<file path="src/rtl/mips_pkg.sv">
// Shared MIPS definitions: instruction codes, exception codes, MEM stage state
// encoding and small opcode classification helpers.
package mips_pkg;

  localparam logic [7:0] INST_NOP  = 8'h00;
  localparam logic [7:0] INST_ADDU = 8'h01;
  localparam logic [7:0] INST_SUBU = 8'h02;
  localparam logic [7:0] INST_AND  = 8'h03;
  localparam logic [7:0] INST_OR   = 8'h04;
  localparam logic [7:0] INST_LUI  = 8'h05;
  localparam logic [7:0] INST_BEQ  = 8'h10;
  localparam logic [7:0] INST_BNE  = 8'h11;
  localparam logic [7:0] INST_LB   = 8'h20;
  localparam logic [7:0] INST_LBU  = 8'h21;
  localparam logic [7:0] INST_LH   = 8'h22;
  localparam logic [7:0] INST_LHU  = 8'h23;
  localparam logic [7:0] INST_LW   = 8'h24;
  localparam logic [7:0] INST_SB   = 8'h28;
  localparam logic [7:0] INST_SH   = 8'h29;
  localparam logic [7:0] INST_SW   = 8'h2A;

  localparam logic [4:0] EXC_NONE = 5'd0;
  localparam logic [4:0] EXC_ADEL = 5'd4;
  localparam logic [4:0] EXC_ADES = 5'd5;

  typedef enum logic {
    ST_IDLE = 1'b0,
    ST_WAIT = 1'b1
  } mem_state_e;

  function automatic logic is_load(input logic [7:0] op);
    return op inside {INST_LB, INST_LBU, INST_LH, INST_LHU, INST_LW};
  endfunction

  function automatic logic is_store(input logic [7:0] op);
    return op inside {INST_SB, INST_SH, INST_SW};
  endfunction

  function automatic logic is_branch(input logic [7:0] op);
    return op inside {INST_BEQ, INST_BNE};
  endfunction

  function automatic logic is_half(input logic [7:0] op);
    return op inside {INST_LH, INST_LHU, INST_SH};
  endfunction

  function automatic logic is_word(input logic [7:0] op);
    return op inside {INST_LW, INST_SW};
  endfunction

endpackage

</file>
<file path="src/rtl/mem_load_align.sv">
// Load data formatter: picks the addressed byte/halfword out of the SRAM word
// and sign- or zero-extends it according to the load opcode.
module mem_load_align
  import mips_pkg::*;
(
  input  logic [31:0] rdata,
  input  logic [1:0]  addr_lo,
  input  logic [7:0]  op,
  output logic [31:0] result
);

  logic [7:0]  byte_v;
  logic [15:0] half_v;

  always_comb begin
    byte_v = rdata[7:0];
    half_v = addr_lo[1] ? rdata[31:16] : rdata[15:0];
    case (addr_lo)
      2'd0:    byte_v = rdata[7:0];
      2'd1:    byte_v = rdata[15:8];
      2'd2:    byte_v = rdata[23:16];
      default: byte_v = rdata[31:24];
    endcase

    result = rdata;
    case (op)
      INST_LB:  result = {{24{byte_v[7]}}, byte_v};
      INST_LBU: result = {24'h000000, byte_v};
      INST_LH:  result = {{16{half_v[15]}}, half_v};
      INST_LHU: result = {16'h0000, half_v};
      default:  result = rdata;
    endcase
  end

endmodule

</file>
<file path="src/rtl/mem_access_stage.sv">
// MIPS MEM pipeline stage: drives the data SRAM, waits out the read latency and
// registers the writeback result. Define MEM_ADDR_EXC_EN for AdEL/AdES traps.
module mem_access_stage
  import mips_pkg::*;
#(
  parameter int RD_LATENCY = 1,
  parameter int ADDR_W     = 32
) (
  input  logic              clk,
  input  logic              rst,
  input  logic              in_valid,
  input  logic [7:0]        in_inst_name,
  input  logic [31:0]       in_aluResult,
  input  logic [31:0]       in_readData2,
  input  logic [4:0]        in_writeDataReg,
  input  logic [31:0]       in_fourPC,
  output logic              stall,
  output logic              data_sram_en,
  output logic [3:0]        data_sram_wen,
  output logic [ADDR_W-1:0] data_sram_addr,
  output logic [31:0]       data_sram_wdata,
  input  logic [31:0]       data_sram_rdata,
  output logic              out_valid,
  output logic [31:0]       out_wbData,
  output logic [4:0]        out_writeDataReg,
  output logic              out_regWrite,
  output logic [31:0]       out_fourPC,
  output logic [4:0]        out_excCode,
  output logic [31:0]       out_badVAddr
);

  localparam logic [1:0] LAT = 2'(RD_LATENCY);

  mem_state_e  state_q, state_d;
  logic [1:0]  cnt_q, cnt_d;
  logic [1:0]  addr_lo_q, addr_lo_d;
  logic [7:0]  op_q, op_d;
  logic [4:0]  dest_q, dest_d;
  logic [31:0] pc_q, pc_d;
  logic        out_valid_q, out_valid_d;
  logic        reg_write_q, reg_write_d;
  logic [31:0] wb_data_q, wb_data_d;
  logic [4:0]  wr_reg_q, wr_reg_d;
  logic [31:0] out_pc_q, out_pc_d;
`ifdef MEM_ADDR_EXC_EN
  logic [4:0]  exc_q, exc_d;
  logic [31:0] bad_q, bad_d;
`endif

  logic [1:0]  off;
  logic        misaligned;
  logic [31:0] load_data;

  assign off = in_aluResult[1:0];

`ifdef MEM_ADDR_EXC_EN
  assign misaligned = (is_half(in_inst_name) && off[0]) ||
                      (is_word(in_inst_name) && (off != 2'b00));
`else
  assign misaligned = 1'b0;
`endif

  mem_load_align u_load_align (
    .rdata   (data_sram_rdata),
    .addr_lo (addr_lo_q),
    .op      (op_q),
    .result  (load_data)
  );

  always_comb begin
    state_d         = state_q;
    cnt_d           = cnt_q;
    addr_lo_d       = addr_lo_q;
    op_d            = op_q;
    dest_d          = dest_q;
    pc_d            = pc_q;
    out_valid_d     = 1'b0;
    reg_write_d     = reg_write_q;
    wb_data_d       = wb_data_q;
    wr_reg_d        = wr_reg_q;
    out_pc_d        = out_pc_q;
`ifdef MEM_ADDR_EXC_EN
    exc_d           = exc_q;
    bad_d           = bad_q;
`endif
    stall           = 1'b0;
    data_sram_en    = 1'b0;
    data_sram_wen   = 4'b0000;
    data_sram_addr  = '0;
    data_sram_wdata = 32'h0;

    case (state_q)
      ST_IDLE: begin
        if (in_valid) begin
          if (!is_load(in_inst_name) || misaligned) begin
            wb_data_d = in_aluResult;
            wr_reg_d  = in_writeDataReg;
            out_pc_d  = in_fourPC;
`ifdef MEM_ADDR_EXC_EN
            exc_d     = EXC_NONE;
            bad_d     = 32'h0;
`endif
          end
          if (misaligned) begin
            out_valid_d = 1'b1;
            reg_write_d = 1'b0;
`ifdef MEM_ADDR_EXC_EN
            exc_d       = is_load(in_inst_name) ? EXC_ADEL : EXC_ADES;
            bad_d       = in_aluResult;
`endif
          end else if (is_store(in_inst_name)) begin
            data_sram_en   = 1'b1;
            data_sram_addr = {in_aluResult[ADDR_W-1:2], 2'b00};
            case (in_inst_name)
              INST_SB: begin
                data_sram_wen   = 4'b0001 << off;
                data_sram_wdata = {4{in_readData2[7:0]}};
              end
              INST_SH: begin
                data_sram_wen   = 4'b0011 << {off[1], 1'b0};
                data_sram_wdata = {2{in_readData2[15:0]}};
              end
              default: begin
                data_sram_wen   = 4'b1111;
                data_sram_wdata = in_readData2;
              end
            endcase
            out_valid_d = 1'b1;
            reg_write_d = 1'b0;
          end else if (is_load(in_inst_name)) begin
            data_sram_en   = 1'b1;
            data_sram_addr = {in_aluResult[ADDR_W-1:2], 2'b00};
            stall          = 1'b1;
            addr_lo_d      = off;
            op_d           = in_inst_name;
            dest_d         = in_writeDataReg;
            pc_d           = in_fourPC;
            cnt_d          = LAT;
            state_d        = ST_WAIT;
          end else begin
            out_valid_d = 1'b1;
            reg_write_d = !is_branch(in_inst_name) && (in_writeDataReg != 5'd0);
          end
        end
      end

      ST_WAIT: begin
        cnt_d = cnt_q - 2'd1;
        // Read data is valid only in the last counted cycle; upstream advances here.
        if (cnt_q == 2'd1) begin
          out_valid_d = 1'b1;
          reg_write_d = (dest_q != 5'd0);
          wb_data_d   = load_data;
          wr_reg_d    = dest_q;
          out_pc_d    = pc_q;
`ifdef MEM_ADDR_EXC_EN
          exc_d       = EXC_NONE;
          bad_d       = 32'h0;
`endif
          state_d     = ST_IDLE;
        end else begin
          stall = 1'b1;
        end
      end

      default: state_d = ST_IDLE;
    endcase

    // A request coinciding with reset must not reach the SRAM or hold the pipe.
    if (rst) begin
      stall           = 1'b0;
      data_sram_en    = 1'b0;
      data_sram_wen   = 4'b0000;
      data_sram_addr  = '0;
      data_sram_wdata = 32'h0;
    end
  end

  always_ff @(posedge clk) begin
    if (rst) begin
      state_q     <= ST_IDLE;
      cnt_q       <= 2'd0;
      addr_lo_q   <= 2'd0;
      op_q        <= INST_NOP;
      dest_q      <= 5'd0;
      pc_q        <= 32'h0;
      out_valid_q <= 1'b0;
      reg_write_q <= 1'b0;
      wb_data_q   <= 32'h0;
      wr_reg_q    <= 5'd0;
      out_pc_q    <= 32'h0;
`ifdef MEM_ADDR_EXC_EN
      exc_q       <= EXC_NONE;
      bad_q       <= 32'h0;
`endif
    end else begin
      state_q     <= state_d;
      cnt_q       <= cnt_d;
      addr_lo_q   <= addr_lo_d;
      op_q        <= op_d;
      dest_q      <= dest_d;
      pc_q        <= pc_d;
      out_valid_q <= out_valid_d;
      reg_write_q <= reg_write_d;
      wb_data_q   <= wb_data_d;
      wr_reg_q    <= wr_reg_d;
      out_pc_q    <= out_pc_d;
`ifdef MEM_ADDR_EXC_EN
      exc_q       <= exc_d;
      bad_q       <= bad_d;
`endif
    end
  end

  assign out_valid        = out_valid_q;
  assign out_regWrite     = reg_write_q;
  assign out_wbData       = wb_data_q;
  assign out_writeDataReg = wr_reg_q;
  assign out_fourPC       = out_pc_q;
`ifdef MEM_ADDR_EXC_EN
  assign out_excCode      = exc_q;
  assign out_badVAddr     = bad_q;
`else
  assign out_excCode      = EXC_NONE;
  assign out_badVAddr     = 32'h0;
`endif

endmodule
</file>
<file path="config.mk">
export PLATFORM = sky130hd
export DESIGN_NAME = mem_access_stage
export DESIGN_NICKNAME = d
export VERILOG_FILES = /design/src/rtl/mips_pkg.sv /design/src/rtl/mem_load_align.sv /design/src/rtl/mem_access_stage.sv
export SDC_FILE = /design/constraint.sdc
export NUM_CORES = 1
export LEC_CHECK = 0
export CORE_UTILIZATION = 28
export CTS_CLUSTER_SIZE = 28
export DETAILED_ROUTE_END_ITERATION = 6
export GPL_TIMING_DRIVEN = 0
export PLACE_DENSITY = 0.63
export SKIP_LAST_GASP = 1
export SLEW_MARGIN = 20
export SYNTH_ARGS = -nofsm -noshare
export SYNTH_HDL_FRONTEND = slang
export SYNTH_SLANG_ARGS = --single-unit
</file>
<file path="constraint.sdc">
create_clock -name clk -period 7.65 [get_ports clk]
set_clock_uncertainty 0.1 [all_clocks]
set_input_delay 1.53 -clock clk [delete_from_list [all_inputs] [get_ports clk]]
set_output_delay 1.53 -clock clk [all_outputs]
set_load 0.01 [all_outputs]
</file>
==> summary.md, run 1 <==
| Metric | Value |
|---|---|
| Status | complete, no violations |
| Global placer's final weighted congestion | 0.930 |
| Count of H-tree levels built during CTS | 4 |
| Cell at the root of the clock tree | clkbuf_16 |
| Remaining max-slew budget at the tightest pin | 28.2% |
| Largest net degree at the start of global routing | 17 |
| Netlist area before placement | approximately 0.007 mm² |
| Worst min path class | flip-flop to flip-flop |
| Max-cap violations | 0 |
| Detailed placer's ending HPWL | 20.7 mm |
| Port Buffers | 281 |
| Most common cell after layout, fill and taps aside | clkdlybuf4s50_1 |
| Mapped Avg Cell Area | 8.22 µm² |
| Layout cells sized above 1 | a little over a tenth |
| Nets | 1312 |
| Least-Margin Pin Slew | 1070 ps |
| Number of different library cells in the post-synthesis netlist | 52 |
| Number of inserted diodes | 0 |
| Largest area contributor in the synthesized netlist | dfxtp_1 |
| Type of the worst setup path | primary input to output port |
| Synth area leaders | dfxtp_1 (36%), mux2i_1 (11%), nand2_1 (6.2%), a21oi_1 (6.0%), a211oi_2 (5.3%) |
| TritonCTS buffer count | 17 |
| Maximum operating frequency | 158 MHz |
| Detail Route Antenna Nets | 0 |
| Top_reg_cell synth | dfxtp_1 |
| Final min period | between 6000 and 7000 ps |
| Count of buffers added by post-CTS timing repair for setup | 0 |
| Commonest cells after routing, fill and taps aside | clkdlybuf4s50_1 (281), dfxtp_1 (121), nand2_1 (113) |
| Drt total wl | 26.6 mm |
| All-layer global routing usage | 21.3% |
| Number of synthesized flops with an enable pin | 0 |
| DR WL/cell | 17.8 µm |
| Cell row count | 56 |
| P_leak | 3.87 nW |
| Clock latency on the worst-skew pair | 420 ps |
| Placeable core region | around 0.024 mm² |
| Count of warnings emitted by yosys | 0 |
| CP max FO | 10 |
| TritonCTS clock tree | built |
| Maximum number of buffers from clock root to sink | 2 |
| Power per cell area | about 170 mW/mm² |
| Sequential share of the synthesized area | 35.5% |
| Cts repair resizes | 0 |
| Clock sinks | ~120 |
| Post-synthesis instance total | 829 |
| Full die area | 0.0250 mm² |
| Period Utilization, post-route | between 80 and 90% |
| Place WS | about 1300 ps |
| Number of synthesized register bits | around 120 |
| Number of detailed-routing iterations run before antenna repair | 5 |
| Post-CTS Hold Fix Bufs | 0 |
| Post-route setup TNS | 0 ps |
| Worst Setup Slack, final | 1320 ps |
| Initial antenna violation count | 0 |
| CP startpoint kind | primary input |
| Maximum resistive drop on vdd | 122 µV |
| Starting utilization of the core area | roughly 29% |
| Vias/cell | 4.86 |
| DR vias | 7290 |
| Worst endpoint data arrival time | 4700 ps |
| Setup-failing EPs final | 0 |
| Wire length of the first global-routing pass | 39.7 mm |
| Number of ports placed on the die boundary | 322 |
| Required arrival time at the worst endpoint | between 6000 and 7000 ps |
| Clock input transition at the sequential cells of the worst setup and hold paths | 60 ps |
| RSZ-0062 raised after global routing | no |
| Final hold viol count | 0 |
| Fin. max-slew vios | 0 |
| Gr ovfl total | 0 |
| Number of global-route vias before repair | 6987 |
| DIE WIDTH | approximately 160 µm |
| Area grow syn2layout | 57.8% |
| Height of the die | 158 µm |
| DR iter-0 viols | 419 |
| Proportion of synthesized flip-flops having asynchronous set or reset | 0% |
| Share of the synthesized area in the top cell type | a little over a third |
| CP Capture Type | output port |
| Remaining DRCs | 0 |
==> area by class of cell <==
| class | count | area, µm² |
|---|---|---|
| Tap cell | 319 | 399 |
| Buffer | 114 | 623 |
| Clock buffer | 19 | 443 |
| Multi-Input combinational cell | 625 | 3890 |
| Inverter | 7 | 26.3 |
| Timing Repair Buffer | 281 | 2810 |
| Fill cell | 2368 | 12900 |
| Clock inverter | 13 | 143 |
| Sequential cell | 121 | 2420 |
==> critical path: stages <==
cell and delay [ps]:
clkdlybuf4s50_1 410, or4b_4 580, nor4_1 920, clkbuf_1 500, and2_1 210, clkdlybuf4s50_1 550
==> where the power goes <==
part	switching (W)	internal [W]	leakage (nW)
Sequential	0.0000168	0.000661	0.992
Combinational	0.000152	0.000177	2.60
Clock	0.000311	0.000490	0.273
Total	0.000480	0.00133	3.87
==> state kept, by name, summed over array words and instances, names as in the netlist, 2 cells and up <==
register and cells:
op_q 8, pc_q 32, cnt_q 2, out_wbData 32, addr_lo_q 2, dest_q 5, out_fourPC 32, out_writeDataReg 5
==> path summary, 6_finish.rpt <==
kind	slack, ps	end	cells past startpoint	startpoint
max	1320	data_sram_addr[13]	6	in_inst_name[4]
min	350	pc_q[12]	2	pc_q[12]
max reg2reg	4890	op_q[0]	8	state_q
min reg2reg	350	pc_q[12]	2	pc_q[12]
==> Yosys cell counts, types with 2 or more instances <==
cell,instances
nor2b_1,2
buf_4,39
and4b_1,2
o211ai_1,3
or3_1,4
a211oi_2,29
o221ai_1,5
nor3_1,4
buf_6,4
o21a_1,2
a31oi_1,4
inv_1,7
nor4_1,2
a21boi_0,2
nand2_1,113
a221oi_1,6
dfxtp_1,121
a2bb2oi_1,16
a21oi_1,82
a311oi_1,2
nor4b_1,2
o31ai_1,4
a32o_1,2
o22ai_1,24
o2bb2ai_1,2
clkbuf_1,50
and3_1,8
or4_1,2
a21o_1,4
mux4_2,2
buf_1,6
nor2_1,81
o2111ai_1,2
and2_1,41
mux2i_1,73
nand3_1,9
nand2b_1,5
buf_2,15
o21ai_0,12
a211oi_1,24
==> kinds of logic after synthesis <==
group,synth area share [%]
fa+ha+maj,0.184
flops,35.5
compound gates,24.8
simple gates,18.4
buf+inv,9.53
other cells,0.0550
mux,11.5
==> through the flow <==
step	power [W]	hold slack [ps]	instances	instance area [µm²]	utilization, %
detailed placement	0.00102	346	1467	10200	42.9
global route	0.00188	369	1499	10800	45.4
CTS	0.00182	354	1499	10800	45.4
floorplan	0.000831	332	867	6960	-
global placement	0.00102	341	1467	10200	42.9
finish	0.00181	352	1499	10800	45.4
==> per-layer routing <==
metal	track usage [%]	share of wire, %	vias to the layer above
met1	27.0	44	3417
li1	-	-	3540
met2	35.4	47	298
met3	4.87	6.6	35
met5	0	0	-
met4	6.82	2.2	0
(Power assumes the default switching activity.)
==> inputs of run 2 (changes only) <==
==> constraint.sdc (replaced) <==
create_clock -name clk -period 6.3 [get_ports clk]
set_clock_uncertainty 0.1 [all_clocks]
set_input_delay 1.26 -clock clk [delete_from_list [all_inputs] [get_ports clk]]
set_output_delay 1.26 -clock clk [all_outputs]
set_load 0.01 [all_outputs]
==> results of run 2 <==
The final DEF is identical to that of run 1. Status: complete, no violations.
Among the figures that moved: setup slack after placement 1300 ps -> 493 ps; setup slack after layout 1320 ps -> 515 ps; register-to-register setup slack 4890 ps -> 3540 ps; total power 0.00181 W -> 0.00220 W; worst IR drop on VDD 122 µV -> 148 µV
